===== config.mk =====
export PLATFORM = sky130hd
export DESIGN_NAME = branch_resolver
export DESIGN_NICKNAME = d
export VERILOG_FILES = /design/src/rtl/branch_resolver.sv
export SDC_FILE = /design/constraint.sdc
export NUM_CORES = 1
export LEC_CHECK = 0
export CORE_MARGIN = 8
export CORE_UTILIZATION = 40
export CTS_CLUSTER_DIAMETER = 100
export CTS_CLUSTER_SIZE = 28
export DETAILED_ROUTE_END_ITERATION = 12
export PLACE_DENSITY = 0.68
export SKIP_CTS_REPAIR_TIMING = 1
export SLEW_MARGIN = 20
export SYNTH_ARGS = -nofsm -noshare
export SYNTH_HDL_FRONTEND = slang
export SYNTH_SLANG_ARGS = --single-unit
export TNS_END_PERCENT = 50

===== constraint.sdc =====
create_clock -name clk -period 3.7 [get_ports clk]
set_input_delay 0.555 -clock clk [delete_from_list [all_inputs] [get_ports clk]]
set_output_delay 0.555 -clock clk [all_outputs]
set_load 0.01 [all_outputs]

===== src/rtl/branch_resolver.sv =====
// -----------------------------------------------------------------------------
// branch_resolver
//
// Resolves conditional branches in EX. On a taken branch it forms the target
// (PC + immediate). An aligned target is sent to fetch as a redirect over a
// valid/ready handshake. Younger instructions are then squashed for
// FLUSH_CYCLES cycles. A misaligned target raises a one-cycle exception pulse
// and issues no redirect. Fetch predicts not-taken, so a not-taken branch
// only updates the statistics.
//
// Parameters:
//   FLUSH_CYCLES   cycles flush_out stays high after redirect acceptance (1..15)
//   COUNTER_WIDTH  width of the saturating statistics counters
//
// Ports:
//   clk                 clock, rising edge
//   reset               synchronous active-low reset
//   branch_valid_in     conditional branch present in EX (sampled in IDLE only)
//   is_branch_taken_in  comparer decision, qualified by branch_valid_in
//   branch_pc_in        PC of the branch
//   branch_imm_in       sign-extended B-type immediate
//   redirect_ready_in   fetch accepts the redirect this cycle
//   redirect_valid_out  redirect request to fetch
//   redirect_pc_out     redirect target, stable while redirect_valid_out is high
//   stall_out           hold EX and upstream stages
//   flush_out           squash IF/ID contents
//   misaligned_exc_out  one-cycle pulse: taken target not word-aligned
//   exc_pc_out          PC of the last misaligned branch
//   branch_count_out    resolved branches, saturating
//   taken_count_out     redirects issued, saturating
// -----------------------------------------------------------------------------
module branch_resolver #(
    parameter int FLUSH_CYCLES  = 2,
    parameter int COUNTER_WIDTH = 32
) (
    input  logic                     clk,
    input  logic                     reset,
    input  logic                     branch_valid_in,
    input  logic                     is_branch_taken_in,
    input  logic [31:0]              branch_pc_in,
    input  logic [31:0]              branch_imm_in,
    input  logic                     redirect_ready_in,
    output logic                     redirect_valid_out,
    output logic [31:0]              redirect_pc_out,
    output logic                     stall_out,
    output logic                     flush_out,
    output logic                     misaligned_exc_out,
    output logic [31:0]              exc_pc_out,
    output logic [COUNTER_WIDTH-1:0] branch_count_out,
    output logic [COUNTER_WIDTH-1:0] taken_count_out
);

    typedef enum logic [1:0] {
        IDLE     = 2'd0,
        REDIRECT = 2'd1,
        FLUSH    = 2'd2
    } state_t;

    localparam logic [3:0] FLUSH_LOAD = 4'(FLUSH_CYCLES - 1);
    localparam logic [COUNTER_WIDTH-1:0] COUNT_MAX = {COUNTER_WIDTH{1'b1}};

    state_t                   state;
    state_t                   state_next;
    logic [3:0]               flush_cnt;
    logic [31:0]              redirect_pc;
    logic [31:0]              exc_pc;
    logic                     exc_pulse;
    logic [COUNTER_WIDTH-1:0] branch_count;
    logic [COUNTER_WIDTH-1:0] taken_count;

    // Target wraps modulo 2^32; the carry out is intentionally dropped.
    logic [31:0] target;
    logic        target_misaligned;
    logic        resolve;
    logic        take_aligned;
    logic        take_misaligned;

    assign target            = branch_pc_in + branch_imm_in;
    assign target_misaligned = (target[1:0] != 2'b00);
    assign resolve           = (state == IDLE) && branch_valid_in;
    assign take_aligned      = resolve && is_branch_taken_in && !target_misaligned;
    assign take_misaligned   = resolve && is_branch_taken_in && target_misaligned;

    // State register.
    // NOTE: all clocked state uses non-blocking assignments so every flop
    // samples pre-edge values regardless of statement order.
    always_ff @(posedge clk) begin
        if (!reset) begin
            state <= IDLE;
        end else begin
            state <= state_next;
        end
    end

    // Next-state logic.
    // NOTE: state_next is defaulted first so no path leaves it unassigned,
    // which would otherwise infer a latch.
    always_comb begin
        state_next = state;
        case (state)
            IDLE:     if (take_aligned)       state_next = REDIRECT;
            REDIRECT: if (redirect_ready_in)  state_next = FLUSH;
            FLUSH:    if (flush_cnt == 4'd0)  state_next = IDLE;
            default:                          state_next = IDLE;
        endcase
    end

    // Outputs decoded from state.
    always_comb begin
        redirect_valid_out = 1'b0;
        stall_out          = 1'b0;
        flush_out          = 1'b0;
        case (state)
            REDIRECT: begin
                redirect_valid_out = 1'b1;
                stall_out          = 1'b1;
                flush_out          = 1'b1;
            end
            FLUSH:    flush_out = 1'b1;
            default:  ;
        endcase
    end

    // Datapath: target/exception capture, flush countdown, statistics.
    always_ff @(posedge clk) begin
        if (!reset) begin
            flush_cnt    <= 4'd0;
            redirect_pc  <= 32'd0;
            exc_pc       <= 32'd0;
            exc_pulse    <= 1'b0;
            branch_count <= '0;
            taken_count  <= '0;
        end else begin
            // Pulse lasts exactly one cycle after the offending branch.
            exc_pulse <= take_misaligned;

            if (take_aligned) begin
                redirect_pc <= target;
            end
            if (take_misaligned) begin
                exc_pc <= branch_pc_in;
            end

            if (state == REDIRECT && redirect_ready_in) begin
                flush_cnt <= FLUSH_LOAD;
            end else if (state == FLUSH && flush_cnt != 4'd0) begin
                flush_cnt <= flush_cnt - 4'd1;
            end

            if (resolve && branch_count != COUNT_MAX) begin
                branch_count <= branch_count + 1'b1;
            end
            if (take_aligned && taken_count != COUNT_MAX) begin
                taken_count <= taken_count + 1'b1;
            end
        end
    end

    assign redirect_pc_out    = redirect_pc;
    assign exc_pc_out         = exc_pc;
    assign misaligned_exc_out = exc_pulse;
    assign branch_count_out   = branch_count;
    assign taken_count_out    = taken_count;

endmodule


======== Word level (Yosys, flattened, before mapping) ========
Index checks and enable logic that the tools add are counted.
word-level totals
  flip-flop bits (word level) ............. 135
  bits of input ports ..................... 69
  logic and storage cells ................. 45
cells by class
  add/sub/neg operators ................... 4
  equality and inequality tests ........... 7
  muxes and demuxes ....................... 8
  bitwise logic cells ..................... 1
  reduce and logical (&&, ||, !) cells .... 17
operator list
  operator               count
  $add 32x1->32 const B  2
  $ne 32x32->1 const B   2
  $add 32x32->32         1
  $logic_and 1x1->1      8
  $mux 2                 3
  $ne 2x2->1 const B     3
  $pmux 2 s3             1
  $logic_not 4->1        1
  $mux 1                 4
  $reduce_bool 2->1      2
  $reduce_bool 4->1      1
  $reduce_or 2->1        2
  $sub 4x1->4 const B    1
  $reduce_and 3->1       1
  $eq 2x1->1 const B     1
  $eq 2x2->1 const B     1
  $logic_not 2->1        1
  $logic_not 1->1        1
  $not 1->1              1

======== Logic depth before layout (Yosys ltp) ========
Gate-level depths: netlist (run 1).
  depth after elaboration ................. 6
  depth in mapped cells ................... 11

======== Least setup slack after synthesis (run 1) ========
OpenSTA, ideal clock, no wires.
  path kind ............................... input-to-reg
  from .................................... input port branch_pc_in[0]
  to ...................................... register taken_count[23] (netlist: taken_count_out[23])
  library setup time ...................... 0.115 ns
  data arrival time ....................... 2.665 ns
  required time ........................... 3.585 ns
  path slack .............................. 0.920 ns
  stages .................................. 10
  cell sequence ........................... ha_1 fa_1 or3_1 clkbuf_1 nor2_1 nand2_1 nor3_1 nand4_1 xnor2_1 and2_1
on the way
  longest elaborated chain between the ends .. 5
RTL lines
  what                    RTL line  RTL
  start: declaration      40        input logic [31:0] branch_pc_in,
  $add 32x32->32          78        assign target = branch_pc_in + branch_imm_in;
  named net target[1]     72        logic [31:0] target;
  $reduce_bool 2->1       79        assign target_misaligned = (target[1:0] != 2'b00);
  $logic_not 1->1         81        assign take_aligned = resolve && is_branch_taken_in && !target_misaligned;
  $logic_and 1x1->1       81
  $logic_and 1x1->1       153       if (take_aligned && taken_count != COUNT_MAX) begin
  end signal: assignment  154       taken_count <= taken_count + 1'b1;
  end: declaration        69        logic [COUNTER_WIDTH-1:0] taken_count;
The timed path passes the listed nets, and every way through them passes these cells.
A chain may end at the register's enable or synchronous reset.

======== Worst setup path in the final report (run 1) ========
Same ends and word-level chain as after synthesis.

==> results.json, run 1 <==
{
  "hpwlAfterDp_mm": 16.4,
  "synth_fp_nets": 1034,
  "coreArea_mm2": 0.0180,
  "critical_path.cell_chain": "clkdlybuf4s50_1, ha_1, fa_1, or3_1, nor2_1, nand2_1, nor3_1, nand4_1, xnor2_1, and2_1",
  "cts_tree": "done",
  "critical_path_peak_fanout": 7,
  "port_buffers": 200,
  "netlist-cell-type-count": 65,
  "final_layout_size_suffix_gt1_frac": 0.0517,
  "multi_input_comb_area_mm2": 0.00440,
  "max_cap_violations": 0,
  "drt_wl_total_mm": 21.7,
  "cell_chosen_for_the_clock_root": "sky130_fd_sc_hd__clkbuf_16",
  "clock_transition_at_the_register_clock_pins_on_the_worst_setup_and_hold_paths_after_cts_ns": 0.06,
  "synth.cell_area_mm2": 0.00734,
  "synthesis.yosys.warnings": 0,
  "vias_per_cell": 5.22,
  "count_of_clock_tree_sinks": 135,
  "timing.hold.worst.class": "reg2reg",
  "drtIter0Drc": 471,
  "standard_cell_with_the_maximum_stage_delay_on_the_critical_path": "sky130_fd_sc_hd__or3_1",
  "num_io_pins": 201,
  "finish.net_count": 1219,
  "route.detailed.drc": 0,
  "status": "finished clean",
  "crit_buf_inv": 1,
  "final-setup-viol-count": 0,
  "worstSetupEndpointType": "flip-flop",
  "finalWorstPathRequiredPeriod_ns": 3.03,
  "clk_latency_ns": 0.42,
  "seqCellArea_mm2": 0.00270,
  "synth_enable_flop_cells": 0,
  "ys.flop_type": "sky130_fd_sc_hd__dfxtp_1",
  "dr_total_vias": 7058,
  "finalCritPeriodShare": 0.819,
  "finalMaxSlewViolations": 0,
  "async_flop_share": 0,
  "synth_cells": 926,
  "final_antenna_net_count": 0,
  "htreeDepth": 4,
  "synth.avg_cell_area_um2": 7.93,
  "global_route.usage.met3": 0.0757,
  "grt_use_total": 0.191,
  "routed_wire_length_per_instance_um": 16.1,
  "synth.yosys.seq_area_share": 0.368,
  "clock.fmax_mhz": 330,
  "tightest_slew_ns": 0.793,
  "diodes": 0,
  "synth_seq_cells": 135,
  "timing.critical_path.slowest_cell_delay_ns": 0.51,
  "grt_pass1_wl_mm": 35.1,
  "via_count_of_the_first_global_routing_pass": 6989,
  "cpLargestDelayFamily": "simple AND/OR/NAND/NOR gates",
  "final.fill_count": 1660,
  "drtPass1Iterations": 6,
  "cts_buffer_depth": 2,
  "worstPathArrival_ns": 3.34,
  "setup-tns-final_ns": 0,
  "grt_use_met1": 0.227,
  "die_width_um": 151,
  "required_ns": 4.01,
  "layout.core_utilization": 0.561,
  "final_hold_viol_count": 0,
  "layout_common_cells": "sky130_fd_sc_hd__clkdlybuf4s50_1, sky130_fd_sc_hd__nand2_1, sky130_fd_sc_hd__dfxtp_1",
  "die_h_um": 151,
  "critical_path_class": "in2reg",
  "irDropWorstVdd_mv": 0.368,
  "layer_carrying_the_most_global_route_usage": "met2",
  "number_of_antenna_violations_at_the_first_check_in_global_routing": 0,
  "cell_leakage_power_nw": 3.62,
  "cts-buffers-inserted": 17,
  "total_number_of_placement_rows": 49,
  "overflow": 0,
  "p_per_area_mw_per_mm2": 405,
  "rsz_0062_raised_after_global_routing": "false",
  "largest_net_degree_at_the_start_of_global_routing": 109,
  "category_of_the_worst_setup_path_launch_point": "primary input",
  "most_common_cell_after_layout_fill_and_taps_aside": "sky130_fd_sc_hd__clkdlybuf4s50_1",
  "layout_overhead_on_the_synthesized_area_pct": 37.2,
  "globalplace.congestion": 0.921,
  "global_route.usage.met2": 0.315,
  "timing.slew.headroom": 0.470,
  "worst_clock_skew_ns": 0.0103,
  "fp.dieArea_mm2": 0.0229,
  "floorplan.initialDensity": 0.409
}
## cell families after synthesis
family,synth area share
compound gates,0.162
xor+xnor,0.0918
fa+ha+maj,0.0675
buf+inv,0.0337
flops,0.368
mux,0.00818
simple gates,0.269
## report_power, final
group	switching, mW	total [mW]	internal, mW
registers	0.0471	1.58	1.53
clock network	0.653	1.57	0.920
logic	0.499	0.930	0.431
## tightest hold or removal path, cell delays in order (launching register included)
cell	delay, ns
sky130_fd_sc_hd__dfxtp_1	0.31
sky130_fd_sc_hd__nand2_1	0.05
sky130_fd_sc_hd__o21ai_1	0.05
## layer usage
metal	part of all wire	vias to the layer above	routed length, um
met1	0.44	3276	9460
met2	0.47	178	10200
li1	-	3577	-
met4	0.016	0	340
met3	0.079	27	1720
met5	0	-	0
## area by class of cell
type,count,area share
multi-input cells,729,0.437
clock inverters,10,0.0101
well taps,229,0.0284
repair buffers,207,0.205
flip-flops and latches,135,0.268
inverters,21,0.00795
clock buffers,20,0.0433
## sequential cells by signal (all words and copies together), names as in the netlist
| register | count |
|---|---|
| state | 2 |
| redirect_pc_out | 32 |
| exc_pc_out | 32 |
| branch_count_out | 32 |
| taken_count_out | 32 |
| misaligned_exc_out | 1 |
| flush_cnt | 4 |
## path summary, 6_finish.rpt
check / startpoint / slack, ns / end / cells past startpoint
setup / recovery: branch_pc_in[0] / 0.67 / taken_count_out[23] / 10
hold / removal: redirect_pc_out[31] / 0.44 / redirect_pc_out[31] / 2
setup reg to reg: state[0] / 1.24 / taken_count_out[23] / 10
hold reg to reg: redirect_pc_out[31] / 0.44 / redirect_pc_out[31] / 2
## synth_stat cells, types with 15 or more instances
master / number / share of area
sky130_fd_sc_hd__nand4_1: 19 / 0.016
sky130_fd_sc_hd__nand2_1: 161 / 0.082
sky130_fd_sc_hd__a21oi_1: 92 / 0.063
sky130_fd_sc_hd__xnor2_1: 43 / 0.051
sky130_fd_sc_hd__nand3_1: 34 / 0.023
sky130_fd_sc_hd__xor2_1: 34 / 0.041
sky130_fd_sc_hd__nor3_1: 18 / 0.012
sky130_fd_sc_hd__nor2_1: 98 / 0.050
sky130_fd_sc_hd__dfxtp_1: 135 / 0.37
sky130_fd_sc_hd__inv_1: 20 / 0.010
sky130_fd_sc_hd__ha_1: 38 / 0.065
sky130_fd_sc_hd__o21ai_1: 15 / 0.010
sky130_fd_sc_hd__o21ai_0: 28 / 0.019
sky130_fd_sc_hd__or3_1: 15 / 0.013
sky130_fd_sc_hd__clkbuf_1: 36 / 0.018
## per-stage QoR
step                std cells  power (mW)  cell area, um^2  hold slack, ns  worst slack [ns]
finish                   1351        4.08            10100           0.445             0.671
floorplan                 926        2.15             7340           0.470             0.920
detailed placement       1321        2.54             9540           0.439             0.236
CTS                      1351        4.12            10100           0.448             0.679
global placement         1321        2.54             9540           0.433             0.282
global route             1351        4.30            10100           0.461             0.495
No activity file was read; power rests on OpenSTA's default activity.
==> run 2: changes to the inputs <==
==> constraint.sdc (replaced) <==
create_clock -name clk -period 2.95 [get_ports clk]
set_input_delay 0.4425 -clock clk [delete_from_list [all_inputs] [get_ports clk]]
set_output_delay 0.4425 -clock clk [all_outputs]
set_load 0.01 [all_outputs]
==> run 2 against run 1 <==
  * Global-route usage is 0.74 points higher
  * Final cell count is 5.0% higher
  * Critical path type unchanged
  * Sequential power rose by 25%
  * Highest routed layer unchanged
  * Critical endpoint is now redirect_pc_out[25]
  * Worst hold slack improved by 0.0015 ns
==> results.json, run 2 (same netlist as run 1, synthesis figures left out) <==
{
  "crit_path_frequent_cell": "sky130_fd_sc_hd__nor4_1",
  "worst_clock_skew_ns": 0.00711,
  "layout_overhead_on_the_synthesized_area_pct": 44.9,
  "fp.dieArea_mm2": 0.0229,
  "finalMaxSlewViolations": 0,
  "drtPass1Iterations": 6,
  "dr_total_vias": 7372,
  "post_layout_instance_area_mm2": 0.0106,
  "routed_wire_length_per_instance_um": 16.2,
  "diodes": 0,
  "crit_buf_inv": 2,
  "whs_ns": 0.446,
  "most_common_cell_after_layout_fill_and_taps_aside": "sky130_fd_sc_hd__clkdlybuf4s50_1",
  "tightest_slew_ns": 0.550,
  "coreArea_mm2": 0.0180,
  "timing.slew.headroom": 0.632,
  "final_hold_viol_count": 0,
  "final_layout_size_suffix_gt1_frac": 0.107,
  "finalWorstPathRequiredPeriod_ns": 2.74,
  "vias_per_cell": 5.20,
  "switching_share": 0.292,
  "final-setup-viol-count": 0,
  "standard_cell_with_the_maximum_stage_delay_on_the_critical_path": "sky130_fd_sc_hd__or4_4",
  "cts_buffer_depth": 2,
  "worstPathArrival_ns": 3.05,
  "cell_chosen_for_the_clock_root": "sky130_fd_sc_hd__clkbuf_16",
  "worstSetupEndpointType": "flip-flop",
  "total_number_of_placement_rows": 49,
  "die_h_um": 151,
  "finalCritPeriodShare": 0.929,
  "final-instance-count-excl-fill": 1419,
  "share_clk_of_total_power": 0.388,
  "grt_use_total": 0.198,
  "final_critical_path_setup_slack_ns": 0.208,
  "clk_latency_ns": 0.42,
  "placed_cell_area_mm2": 0.0101,
  "overflow": 0,
  "number_of_antenna_violations_at_the_first_check_in_global_routing": 0,
  "power_frac_comb": 0.244,
  "globalplace.congestion": 0.886,
  "cts_tree": "done",
  "clock.fmax_mhz": 365,
  "totalPowerFinal_mw": 5.36,
  "grt_pass1_wl_mm": 36.4,
  "drtIter0Drc": 346,
  "clock_transition_at_the_register_clock_pins_on_the_worst_setup_and_hold_paths_after_cts_ns": 0.06,
  "seqPwrFrac": 0.368,
  "cts-buffers-inserted": 17,
  "via_count_of_the_first_global_routing_pass": 7137,
  "timing.critical_path.slowest_cell_delay_ns": 0.52,
  "final_antenna_net_count": 0,
  "critical_path_peak_fanout": 3,
  "dp.cells": 1387,
  "critical_path_class": "in2reg",
  "hpwlAfterDp_mm": 17.4,
  "drt_wl_total_mm": 23.0,
  "category_of_the_worst_setup_path_launch_point": "primary input",
  "die_width_um": 151,
  "place_ws_ns": -0.233,
  "floorplan.initialDensity": 0.409,
  "route.detailed.drc": 0,
  "cell_leakage_power_nw": 3.98,
  "largest_net_degree_at_the_start_of_global_routing": 82,
  "irDropWorstVdd_mv": 0.444,
  "p_per_area_mw_per_mm2": 504,
  "timing.hold.worst.class": "reg2reg",
  "p_sw_mw": 1.57,
  "critical_path.cell_chain": "clkdlybuf4s50_1, ha_1, buf_4, a211oi_2, nor4_1, or4_4, o31ai_4, o41a_2, nand2b_2, nor4_1, a211o_1",
  "required_ns": 3.26,
  "layout_common_cells": "sky130_fd_sc_hd__clkdlybuf4s50_1, sky130_fd_sc_hd__nand2_1, sky130_fd_sc_hd__dfxtp_1",
  "cpLargestDelayFamily": "compound AO/OA/AOI/OAI gates",
  "finish.net_count": 1285,
  "max_cap_violations": 0,
  "p_int_mw": 3.80,
  "port_buffers": 200,
  "htreeDepth": 4,
  "rsz_0062_raised_after_global_routing": "false",
  "status": "finished clean",
  "num_io_pins": 201,
  "count_of_clock_tree_sinks": 135
}
run 2: changes by cell type in the layout (fill, tap and decap cells not counted), sizes merged:
| cell | previous run | this run |
|---|---|---|
| clkinv | 6 | 5 |
| clkinvlp | 3 | 1 |
| buf | 7 | 73 |
| inv | 21 | 23 |
| clkbuf | 20 | 23 |
run 2: worst min-delay path: cells and delay by family (launching register included):
kind / cells / cell delay (ns)
AOI/OAI and AO/OA: 1 / 0.05
DFF: 1 / 0.31
and+or+nand+nor: 1 / 0.05
run 2: per-stage QoR:
step | setup TNS (ns) | util
detailed placement | -4.37 | 0.561
global placement | -3.52 | 0.561
finish | 0 | 0.592
floorplan | 0 | -
global route | 0 | 0.592
CTS | 0 | 0.592
run 2: power by group through the flow:
stage	logic (mW)	registers [mW]	clock network, mW
3_5_place_dp	1.30	2.01	0
4_1_cts	1.32	1.98	2.11
2_1_floorplan	0.656	2.04	0
6_report	1.31	1.98	2.08
5_1_grt	1.43	1.99	2.19
3_3_place_gp	1.30	2.01	0
run 2: per-layer routing:
metal,track usage,part of all wire,vias up
met5,0,0,-
met4,0.0578,0.013,0
met3,0.0624,0.075,31
met2,0.333,0.48,216
met1,0.239,0.43,3406
li1,-,-,3719
run 2: final timing paths:
check	startpoint	end	slack, ns	depth (start not counted)
min	redirect_pc_out[31]	redirect_pc_out[31]	0.45	2
min reg2reg	redirect_pc_out[31]	redirect_pc_out[31]	0.45	2
max reg2reg	state[0]	taken_count_out[15]	0.57	11
max	branch_pc_in[0]	redirect_pc_out[25]	0.21	11
run 2: cell type report:
type,count,area (um^2)
flip-flops and latches,135,2700
clock buffers,23,478
well taps,229,287
repair buffers,273,2600
clock inverters,9,91.3
inverters,21,80.1
multi-input cells,729,4400
fillers,1626,7320
==> run 3: changes to the inputs <==
--- a/config.mk
+++ b/config.mk
@@ -5,12 +5,13 @@
 export SDC_FILE = /design/constraint.sdc
 export NUM_CORES = 1
 export LEC_CHECK = 0
+export ABC_AREA = 1
 export CORE_MARGIN = 8
 export CORE_UTILIZATION = 40
 export CTS_CLUSTER_DIAMETER = 100
 export CTS_CLUSTER_SIZE = 28
 export DETAILED_ROUTE_END_ITERATION = 12
-export PLACE_DENSITY = 0.68
+export PLACE_DENSITY = 0.66
 export SKIP_CTS_REPAIR_TIMING = 1
 export SLEW_MARGIN = 20
 export SYNTH_ARGS = -nofsm -noshare
==> run 3 against run 2 <==
  * First-iteration DRC count grew 53%
  * Synthesized cell count up 59%
  * Critical path depth decreased by 1
  * Final cell count increased by 38%
  * Count of clock-buffer cells in the layout fell by 5
  * Worst hold slack better by 0.018 ns
  * Power rose by 9.0%
  * Wire length up 18%
  * Critical endpoint is now state[0]
  * Largest power group unchanged
==> results.json, run 3 <==
{
  "netlist-cell-type-count": 41,
  "timing.critical_path.slowest_cell_delay_ns": 0.47,
  "synthTopCellsByCount": "sky130_fd_sc_hd__nand2_1, sky130_fd_sc_hd__nor2_1, sky130_fd_sc_hd__inv_1",
  "required_ns": 3.24,
  "totalPowerFinal_mw": 5.85,
  "coreArea_mm2": 0.0224,
  "drtIter0Drc": 528,
  "overflow": 0,
  "critical_path_class": "in2reg",
  "critical_path_peak_fanout": 5,
  "status": "finished clean",
  "routed_wire_length_per_instance_um": 13.9,
  "synth_seq_cells": 135,
  "clock.fmax_mhz": 394,
  "setup-tns-final_ns": 0,
  "layout_common_cells": "sky130_fd_sc_hd__nand2_1, sky130_fd_sc_hd__nor2_1, sky130_fd_sc_hd__clkdlybuf4s50_1",
  "cts_buffer_depth": 2,
  "count_of_clock_tree_sinks": 135,
  "most_common_cell_after_layout_fill_and_taps_aside": "sky130_fd_sc_hd__nand2_1",
  "synth_fp_nets": 1576,
  "final_antenna_net_count": 0,
  "number_of_antenna_violations_at_the_first_check_in_global_routing": 1,
  "drtPass1Iterations": 5,
  "fp.dieArea_mm2": 0.0277,
  "synth_enable_flop_cells": 0,
  "grt_use_total": 0.194,
  "total_number_of_placement_rows": 55,
  "ys.flop_type": "sky130_fd_sc_hd__dfxtp_1",
  "dr_total_vias": 9297,
  "floorplan.initialDensity": 0.404,
  "vias_per_cell": 4.75,
  "finish.net_count": 1767,
  "p_per_area_mw_per_mm2": 491,
  "diodes": 0,
  "synth.yosys.seq_area_share": 0.298,
  "place_ws_ns": -0.0210,
  "drt_wl_total_mm": 27.2,
  "category_of_the_worst_setup_path_launch_point": "primary input",
  "final_critical_path_setup_slack_ns": 0.414,
  "final-setup-viol-count": 0,
  "cts-buffers-inserted": 17,
  "finalCritPeriodShare": 0.860,
  "rsz_0062_raised_after_global_routing": "false",
  "num_io_pins": 201,
  "layout_overhead_on_the_synthesized_area_pct": 31.3,
  "synthDominantAreaCellType": "sky130_fd_sc_hd__dfxtp_1",
  "timing.hold.worst.class": "reg2reg",
  "synth.cell_area_mm2": 0.00906,
  "standard_cell_with_the_maximum_stage_delay_on_the_critical_path": "sky130_fd_sc_hd__clkdlybuf4s50_1",
  "grt_pass1_wl_mm": 44.7,
  "timing.slew.headroom": 0.582,
  "globalplace.congestion": 0.913,
  "synth_cells": 1468,
  "final_hold_viol_count": 0,
  "placed_cell_area_mm2": 0.0113,
  "post-synth-top-count-cell": "sky130_fd_sc_hd__nand2_1",
  "port_buffers": 200,
  "htreeDepth": 4,
  "synthesis.yosys.warnings": 0,
  "irDropWorstVdd_mv": 0.345,
  "post_layout_instance_area_mm2": 0.0119,
  "finalWorstPathRequiredPeriod_ns": 2.54,
  "yosys.area.top_type_share": 0.298,
  "multi_input_comb_area_mm2": 0.00537,
  "cell_chosen_for_the_clock_root": "sky130_fd_sc_hd__clkbuf_16",
  "die_h_um": 166,
  "worst_clock_skew_ns": 0.0129,
  "final.fill_count": 2307,
  "critical_path.cell_chain": "clkdlybuf4s50_1, ha_1, fa_1, or2_1, nor3_4, inv_1, a21oi_1, o21ai_0, o21ai_0, a21oi_1",
  "max_cap_violations": 0,
  "tightest_slew_ns": 0.627,
  "cell_leakage_power_nw": 5.19,
  "cts_tree": "done",
  "clock_transition_at_the_register_clock_pins_on_the_worst_setup_and_hold_paths_after_cts_ns": 0.06,
  "async_flop_share": 0,
  "route.detailed.drc": 0,
  "worstSetupEndpointType": "flip-flop",
  "worstPathArrival_ns": 2.83,
  "finalMaxSlewViolations": 0,
  "synth.top_cells.by_area": "sky130_fd_sc_hd__dfxtp_1, sky130_fd_sc_hd__nand2_1, sky130_fd_sc_hd__nor2_1, sky130_fd_sc_hd__inv_1, sky130_fd_sc_hd__ha_1",
  "seqCellArea_mm2": 0.00270,
  "die_width_um": 166,
  "synth.avg_cell_area_um2": 6.17,
  "final_layout_size_suffix_gt1_frac": 0.0694,
  "via_count_of_the_first_global_routing_pass": 8998,
  "largest_net_degree_at_the_start_of_global_routing": 49,
  "clk_latency_ns": 0.43,
  "hpwlAfterDp_mm": 21.3
}
==> run 3: area by class of cell <==
type                    instances  area share
clock buffers                  18      0.0361
clock inverters                14      0.0147
inverters                     202      0.0637
multi-input cells            1092       0.451
flip-flops and latches        135       0.227
well taps                     285      0.0300
repair buffers                211       0.177
==> run 3: worst max-delay path, delay by kind of cell <==
kind	cells	cell delay (ns)
adders and majority gates	2	0.61
buffers and inverters	2	0.58
AOI/OAI and AO/OA	4	0.62
and+or+nand+nor	2	0.56
==> run 3: path summary, 6_finish.rpt <==
path	to	depth (start not counted)	slack (ns)	startpoint
hold / removal	redirect_pc_out[0]	2	0.46	redirect_pc_out[0]
setup / recovery	state[0]	10	0.41	branch_pc_in[0]
hold reg to reg	redirect_pc_out[0]	2	0.46	redirect_pc_out[0]
setup reg to reg	taken_count_out[10]	11	0.80	taken_count_out[0]
==> run 3: metrics by stage <==
| stage | cells | hold slack (ns) | utilization |
|---|---|---|---|
| finish | 1957 | 0.465 | 0.530 |
| global route | 1957 | 0.508 | 0.530 |
| CTS | 1957 | 0.482 | 0.530 |
| detailed placement | 1925 | 0.472 | 0.503 |
| global placement | 1925 | 0.463 | 0.503 |
| floorplan | 1468 | 0.460 | - |
==> run 3: report_power, final <==
group | total, mW | switching [mW] | internal (mW)
Clock | 2.22 | 0.888 | 1.34
Combinational | 1.59 | 0.937 | 0.650
Sequential | 2.03 | 0.0740 | 1.96
==> run 3: metal layers <==
metal	GRT usage	wire length, um
met1	0.225	12000
met2	0.345	13100
met3	0.0525	1670
met4	0.0544	379
met5	0	12
==> run 3: cells by family after synthesis <==
logic type / after synthesis / synth area share
buffers and inverters: 241 / 0.110
adder cells (fa/ha/maj): 39 / 0.0547
AO/OA/AOI/OAI: 149 / 0.0999
flip-flops: 135 / 0.298
AND/OR/NAND/NOR: 854 / 0.389
XOR/XNOR: 50 / 0.0484
